`config.mk`:
```
export PLATFORM = sky130hd
export DESIGN_NAME = lut_delay_meter
export DESIGN_NICKNAME = d
export VERILOG_FILES = /design/src/rtl/lut_delay_meter_pkg.sv /design/src/rtl/sync_edge_det.sv /design/src/rtl/lut_delay_meter.sv
export SDC_FILE = /design/constraint.sdc
export NUM_CORES = 1
export LEC_CHECK = 0
export ABC_AREA = 1
export CAP_MARGIN = 20
export CORE_ASPECT_RATIO = 0.9
export CORE_MARGIN = 3
export CORE_UTILIZATION = 45
export DETAILED_ROUTE_END_ITERATION = 6
export DONT_BUFFER_PORTS = 1
export PLACE_DENSITY_LB_ADDON = 0.25
export SYNTH_ARGS = -nofsm -noshare
export SYNTH_HDL_FRONTEND = slang
export SYNTH_SLANG_ARGS = --single-unit
```
`constraint.sdc`:
```
create_clock -name i_clk -period 4.65 [get_ports i_clk]
set_input_delay 0.465 -clock i_clk [delete_from_list [all_inputs] [get_ports i_clk]]
set_output_delay 0.465 -clock i_clk [all_outputs]
set_load 0.02 [all_outputs]
```
`src/rtl/lut_delay_meter_pkg.sv`:
```
// Shared definitions for the LUT delay meter: FSM state encodings and prescale ratio.
package lut_delay_meter_pkg;

  typedef enum logic [1:0] {
    ST_IDLE    = 2'd0,
    ST_SETTLE  = 2'd1,
    ST_MEASURE = 2'd2,
    ST_DONE    = 2'd3
  } state_t;

  localparam int unsigned PRESCALE_RATIO = 16;
  localparam int unsigned PRESCALE_W     = $clog2(PRESCALE_RATIO);

endpackage

```
`src/rtl/sync_edge_det.sv`:
```
// Two-flop synchronizer followed by a registered rising-edge detector.
module sync_edge_det (
  input  logic i_clk,
  input  logic i_rst,
  input  logic i_d,
  output logic o_q,
  output logic o_rise
);

  logic meta;
  logic sync;

  // o_rise is the third flop: it holds (sync & ~prev) for the current sync value
  always_ff @(posedge i_clk or posedge i_rst) begin
    if (i_rst) begin
      meta   <= 1'b0;
      sync   <= 1'b0;
      o_rise <= 1'b0;
    end else begin
      meta   <= i_d;
      sync   <= meta;
      o_rise <= meta & ~sync;
    end
  end

  assign o_q = sync;

endmodule

```
`src/rtl/lut_delay_meter.sv`:
```
// Ring-oscillator delay meter: enables the ring, counts its edges over a gate window.
// Optional feature: LUT_DELAY_METER_PRESCALE_EN inserts a /16 divider clocked by the ring.
module lut_delay_meter
  import lut_delay_meter_pkg::*;
#(
  parameter int unsigned GATE_CYCLES   = 32'd4096,
  parameter int unsigned SETTLE_CYCLES = 32'd16,
  parameter int unsigned CNT_W         = 16
) (
  input  logic             i_clk,
  input  logic             i_rst,
  input  logic             i_start,
  input  logic             i_ring,
  output logic             o_ring_en,
  output logic             o_busy,
  output logic             o_done,
  output logic [CNT_W-1:0] o_count,
  output logic             o_ovf
);

  localparam int unsigned GATE_W   = $clog2(GATE_CYCLES + 1);
  localparam int unsigned SETTLE_W = $clog2(SETTLE_CYCLES + 1);

  localparam logic [GATE_W-1:0]   GATE_LOAD   = GATE_W'(GATE_CYCLES - 1);
  localparam logic [SETTLE_W-1:0] SETTLE_LOAD = SETTLE_W'(SETTLE_CYCLES - 1);
  localparam logic [CNT_W-1:0]    CNT_MAX     = '1;

  logic ring_src;
  logic ring_rise;
  logic unused_ring_sync;

`ifdef LUT_DELAY_METER_PRESCALE_EN
  logic [PRESCALE_W-1:0] div_q;
  logic                  div_clr;

  // Divider runs in the ring domain and is held clear whenever the ring is off
  assign div_clr = i_rst | ~o_ring_en;

  always_ff @(posedge i_ring or posedge div_clr) begin
    if (div_clr) div_q <= '0;
    else         div_q <= div_q + PRESCALE_W'(1);
  end

  assign ring_src = div_q[PRESCALE_W-1];
`else
  assign ring_src = i_ring;
`endif

  sync_edge_det u_sync (
    .i_clk  (i_clk),
    .i_rst  (i_rst),
    .i_d    (ring_src),
    .o_q    (unused_ring_sync),
    .o_rise (ring_rise)
  );

  state_t              state_q, state_d;
  logic [SETTLE_W-1:0] settle_q, settle_d;
  logic [GATE_W-1:0]   gate_q, gate_d;
  logic [CNT_W-1:0]    edge_q, edge_d;
  logic                ovf_q, ovf_d;
  logic                ring_en_d;
  logic                done_d;

  // Next state, counters and next-cycle output values
  always_comb begin
    state_d   = state_q;
    settle_d  = settle_q;
    gate_d    = gate_q;
    edge_d    = edge_q;
    ovf_d     = ovf_q;
    ring_en_d = 1'b0;
    done_d    = 1'b0;

    unique case (state_q)
      ST_IDLE: begin
        if (i_start) begin
          state_d  = ST_SETTLE;
          settle_d = SETTLE_LOAD;
          edge_d   = '0;
          ovf_d    = 1'b0;
        end
      end
      ST_SETTLE: begin
        if (settle_q == '0) begin
          state_d = ST_MEASURE;
          gate_d  = GATE_LOAD;
        end else begin
          settle_d = settle_q - SETTLE_W'(1);
        end
      end
      ST_MEASURE: begin
        if (ring_rise) begin
          if (edge_q == CNT_MAX) ovf_d  = 1'b1;
          else                   edge_d = edge_q + CNT_W'(1);
        end
        if (gate_q == '0) state_d = ST_DONE;
        else              gate_d  = gate_q - GATE_W'(1);
      end
      ST_DONE: begin
        state_d = ST_IDLE;
      end
      default: begin
        state_d = ST_IDLE;
      end
    endcase

    ring_en_d = (state_d == ST_SETTLE) || (state_d == ST_MEASURE);
    done_d    = (state_d == ST_DONE);
  end

  // Outputs are registered from the next state so they line up with the state they describe
  always_ff @(posedge i_clk or posedge i_rst) begin
    if (i_rst) begin
      state_q   <= ST_IDLE;
      settle_q  <= '0;
      gate_q    <= '0;
      edge_q    <= '0;
      ovf_q     <= 1'b0;
      o_ring_en <= 1'b0;
      o_busy    <= 1'b0;
      o_done    <= 1'b0;
      o_count   <= '0;
      o_ovf     <= 1'b0;
    end else begin
      state_q   <= state_d;
      settle_q  <= settle_d;
      gate_q    <= gate_d;
      edge_q    <= edge_d;
      ovf_q     <= ovf_d;
      o_ring_en <= ring_en_d;
      o_busy    <= ring_en_d;
      o_done    <= done_d;
      if (done_d) begin
        o_count <= edge_d;
        o_ovf   <= ovf_d;
      end
    end
  end

endmodule
```
# After elaboration in Yosys (flattened, before gate mapping)
# Index checks and enable logic that the tools add are counted.
# classes
addsub,3
n_eq_ne,11
mux,18
bitwise,2
reduce_logical,8
# ops
cell,count
$mux W16,3
$pmux W16 S2,1
$mux W13,2
$pmux W13 S2,1
$add A16 B1 Y16 const B,1
$eq A16 B16 Y1 const B,1
$logic_not A13 Y1,1
$sub A13 B1 Y13 const B,1
$mux W5,2
$pmux W5 S2,1
$eq A2 B2 Y1 const B,4
$ne A2 B2 Y1 const B,4
$pmux W2 S4,1
$mux W2,3
$reduce_and A3 Y1,2
$logic_not A5 Y1,1
$sub A5 B1 Y5 const B,1
$eq A2 B1 Y1 const B,2
$reduce_bool A2 Y1,2
$mux W1,3
$logic_not A2 Y1,1
$pmux W1 S2,1
$and A1 B1 Y1,1
$logic_or A1 B1 Y1,1
$not A1 Y1,1
# totals
regBits,59
input_bits,4
out_inout_bits,20

# Logic depth before layout (Yosys ltp)
# logic_depth
word_depth,5
depth_mapped,14
mapped_depth_nobuf,12

# By module
# From an unflattened synthesis, not the netlist that was laid out.
# unflattened
cells_unflattened,421
area_unflattened_um2,3259.4
# modules_own_cells
module,n_inst,cells_each,area_each_um2
lut_delay_meter,1,415,3170.5
sync_edge_det,1,6,88.8

# Least setup slack after synthesis
# OpenSTA, ideal clock, no wires.
# synth_timing
path_type,reg2reg
from,reg gate_q[0]
to,reg o_count[1]
setup_time_ns,0.117
arrival_time_ns,1.988
t_required_ns,4.533
path_slack_ns,2.545
path_stages_with_launch,15
n_path_buf,2
period_less_slack_ns,2.105
cell_sequence,dfrtp_1 -> inv_1 -> ha_1 -> inv_2 -> nor2_4 -> nand2_2 -> inv_2 -> nand4_4 -> nand3_1 -> ha_1 -> buf_2 -> clkinv_1 -> clkbuf_1 -> nand2_1 -> nand2_1
# synth_between
elab_chain_cells,4
# synth_lines
item,line,rtl
"start, declared",lut_delay_meter.sv:59,"logic [GATE_W-1:0] gate_q, gate_d;"
"start signal, assigned",lut_delay_meter.sv:128,gate_q <= gate_d;
$logic_not A13 Y1,lut_delay_meter.sv:97,if (gate_q == '0) state_d = ST_DONE;
$mux W2,lut_delay_meter.sv:97,
$pmux W2 S4,lut_delay_meter.sv:75,unique case (state_q)
$eq A2 B2 Y1,lut_delay_meter.sv:109,done_d = (state_d == ST_DONE);
"end signal, assigned",lut_delay_meter.sv:135,o_count <= edge_d;
"end, declared",lut_delay_meter.sv:17,"output logic [CNT_W-1:0] o_count,"
# No other way between the ends.
# A chain may end at the register's enable or synchronous reset.

# Final worst setup path
# layout_timing
from,reg state_q[1]
to,reg o_count[10]
# layout_between
elab_chain_cells,3
# layout_lines
item,line,rtl
"start, declared",lut_delay_meter.sv:57,"state_t state_q, state_d;"
"start signal, assigned",lut_delay_meter.sv:126,state_q <= state_d;
"$eq A2 B2 Y1, or another cell as far along",lut_delay_meter.sv:75,
$pmux W2 S4 (*),lut_delay_meter.sv:75,
net state_d[1],lut_delay_meter.sv:57,
$eq A2 B2 Y1 (*),lut_delay_meter.sv:109,
# The timed path passes the listed nets; every way through them passes the cells marked *.

==> results.ini <==
[floorplan]
floorplan.die.width_um=95.5
core.rowCount=28
fp.dieH_um=86.5
initial_core_util_pct=47.7
dieArea_um2=8260
core_um2=6800
design.portCount=24

[global_route]
global_router_s_overall_resource_usage_pct=17.9
first_global_vias=2507
grt_antenna_before_repair=0
grt_pass1_wl_mm=11.5
grt_max_degree=60
global_route.overflow_total=0

[place]
placedCellCount=500
detailedPlace.worstSlack_ps=1880
detailed_place.area_um2=3310
place_congestion=0.886
buffer_ports.inserted=0
dp_hpwl_mm=4.63

[clocking]
insertion_delay_ps=330
cts.clk_slew.worst_paths_ps=60
cts_sinks=59
hold_buffers=0
post_cts.resized_instances=0
postCtsSetupRepairBufs=0
ctsHtreeMaxLevel=3
ctsLongestPathBuffers=2
root_buffer_cell=sky130_fd_sc_hd__clkbuf_8
tritoncts=done
cts_buffers=9

[route]
antenna_left=0
routed_wl_mm=6.61
count_of_tritonroute_iterations_in_the_first_routing_pass=4
wl_met3_um=368
wire_per_inst_um=12.8
detailed_router_s_first_iteration_violation_count=142
detail_route.drc_violations=0
detailroute.via_count=2618
wl_met2_mm=2.88
uppermost_signal_routing_layer_after_detailed_routing=met4
met1Wirelength_mm=3.29
detailed_route_vias_per_instance=5.07

[timing]
final.setup_skew_ps=10.2
slew_headroom_pct=52.1
holdWs_ps=161
finalHoldViolations=0
layout_min_cycle_time_ps=2770
report.final.setup_viol=0
fmax_mhz=361
final_min_period_over_clock_period_pct=59.6
report.final.slew_viol_count=0
worst_slack_ps=1880
timing_worst_slew_pin_value_ps=719
totalNegativeSetupSlack_ps=0
setup_repair_after_global_routing_missed_its_margin=false

[setup_path]
crit_type=reg -> reg
ff2ff_path_depth=9
critPathArrivalTime_ps=2980
crit_fanout=21
crit_path_start_kind=register
cp_data_required_time_ps=4860
crit_path_end_kind=register

[synth]
synth.ff_latch_count=59
ys.warnings.count=0
seq_area_frac_synth_pct=45.5
synthesis.area_um2=3240
post_synth.cell_area_avg_um2=7.77
mappedNetlistNets=426
number_of_unique_standard_cell_types_used_by_synthesis=38
synthesis.instances=417

[layout]
finalNetCount=430
number_of_antenna_diodes=0
layout.cells.non_filler=516
postLayoutCellArea_um2=3490
drive_above_1_share_pct=12.7
area_delta_synth_final_pct=7.76
finish.utilization_pct=51.4

[pwr]
total_leakage_power_nw=1.83
power_density_nw_per_um2=390
p_total_mw=1.36
vdd.ir_drop.worst_uv=215

[min_path]
holdCritPathClass=in -> reg
holdPathStages=0

[run_status]
status=complete, no violations

[run]
drv.max_cap_violation_count=0

==> metal layers <==
| layer | vias up | track usage (%) |
|---|---|---|
| met2 | 48 | 25.9 |
| met5 | - | 0 |
| met3 | 6 | 5.90 |
| met4 | 0 | 7.49 |
| met1 | 1224 | 24.7 |
| li1 | 1340 | - |
==> Yosys cell counts (all sizes together) <==
cell	count	share of area, %
a21boi	1	0.23
a21o	1	0.23
a21oi	3	0.46
a31oi	2	0.39
and2	3	0.58
buf	7	1.7
clkbuf	2	0.23
clkinv	1	0.12
dfrtp	59	46
ha	5	1.9
inv	49	5.8
nand2	146	17
nand3	52	8.8
nand3b	2	0.46
nand4	8	2.2
nor2	36	6.0
nor3	4	0.62
nor3b	1	0.23
o21a	1	0.23
o21ai	23	4.0
o21bai	3	0.69
or2	2	0.39
xnor2	1	0.27
xor2	5	1.4
==> state kept, by name, indices dropped and copies added (netlist names) <==
name,count
u_sync.o_q,1
u_sync.meta,1
o_done,1
edge_q,16
state_q,2
o_busy,1
settle_q,5
o_ovf,1
ovf_q,1
gate_q,13
u_sync.o_rise,1
o_count,16
==> worst paths after layout <==
check	end	startpoint	slack, ps
min in group asynchronous	settle_q[1]	i_rst	220
max reg2reg	o_count[10]	state_q[1]	1880
min reg2reg	u_sync.o_q	u_sync.meta	370
min	u_sync.meta	i_ring	160
max in group asynchronous	edge_q[5]	i_rst	3960
max	o_count[10]	state_q[1]	1880
==> power by group <==
part	total, mW	leakage [nW]	switching [mW]	internal, mW
logic	0.293	1.04	0.186	0.107
registers	0.616	0.699	0.0588	0.557
clock network	0.453	0.0947	0.191	0.262
==> cell families after synthesis <==
kind of cell / share of synthesized area (%)
and+or+nand+nor: 36.7
buffers and inverters: 7.91
DFF: 45.5
AOI/OAI and AO/OA: 6.25
xor gates and xnor gates: 1.62
adders and majority gates: 1.93
==> layout by cell type, fill, tap and decap left out, drive strengths merged <==
cell type / count
nand2: 146
dfrtp: 59
nand3: 52
inv: 49
nor2: 36
o21ai: 23
clkbuf: 14
nand4: 8
xor2: 5
ha: 5
nor3: 4
a21oi: 3
o21bai: 3
and2: 3
a31oi: 2
nand3b: 2
or2: 2
buf: 2
clkinv: 2
a21o: 1
a21boi: 1
xnor2: 1
o21a: 1
nor3b: 1
bufinv: 1
==> worst max-delay path, cell delays in order, from the launching register on <==
cell and delay (ps):
sky130_fd_sc_hd__dfrtp_1 560, sky130_fd_sc_hd__inv_2 90, sky130_fd_sc_hd__nor2_4 470, sky130_fd_sc_hd__inv_1 260, sky130_fd_sc_hd__nand2_2 190, sky130_fd_sc_hd__ha_1 160, sky130_fd_sc_hd__buf_4 230, sky130_fd_sc_hd__clkinv_1 440
sky130_fd_sc_hd__nand2_1 180, sky130_fd_sc_hd__nand2_1 70
==> final cells by class <==
class | count | area [µm²]
inverters | 50 | 193
clock inverters | 2 | 35.0
multi-input cells | 299 | 1510
clock buffers | 14 | 153
fillers | 654 | 3300
well taps | 90 | 113
repair buffers | 2 | 15.0
flip-flops and latches | 59 | 1480
No activity file was read; power rests on OpenSTA's default activity.
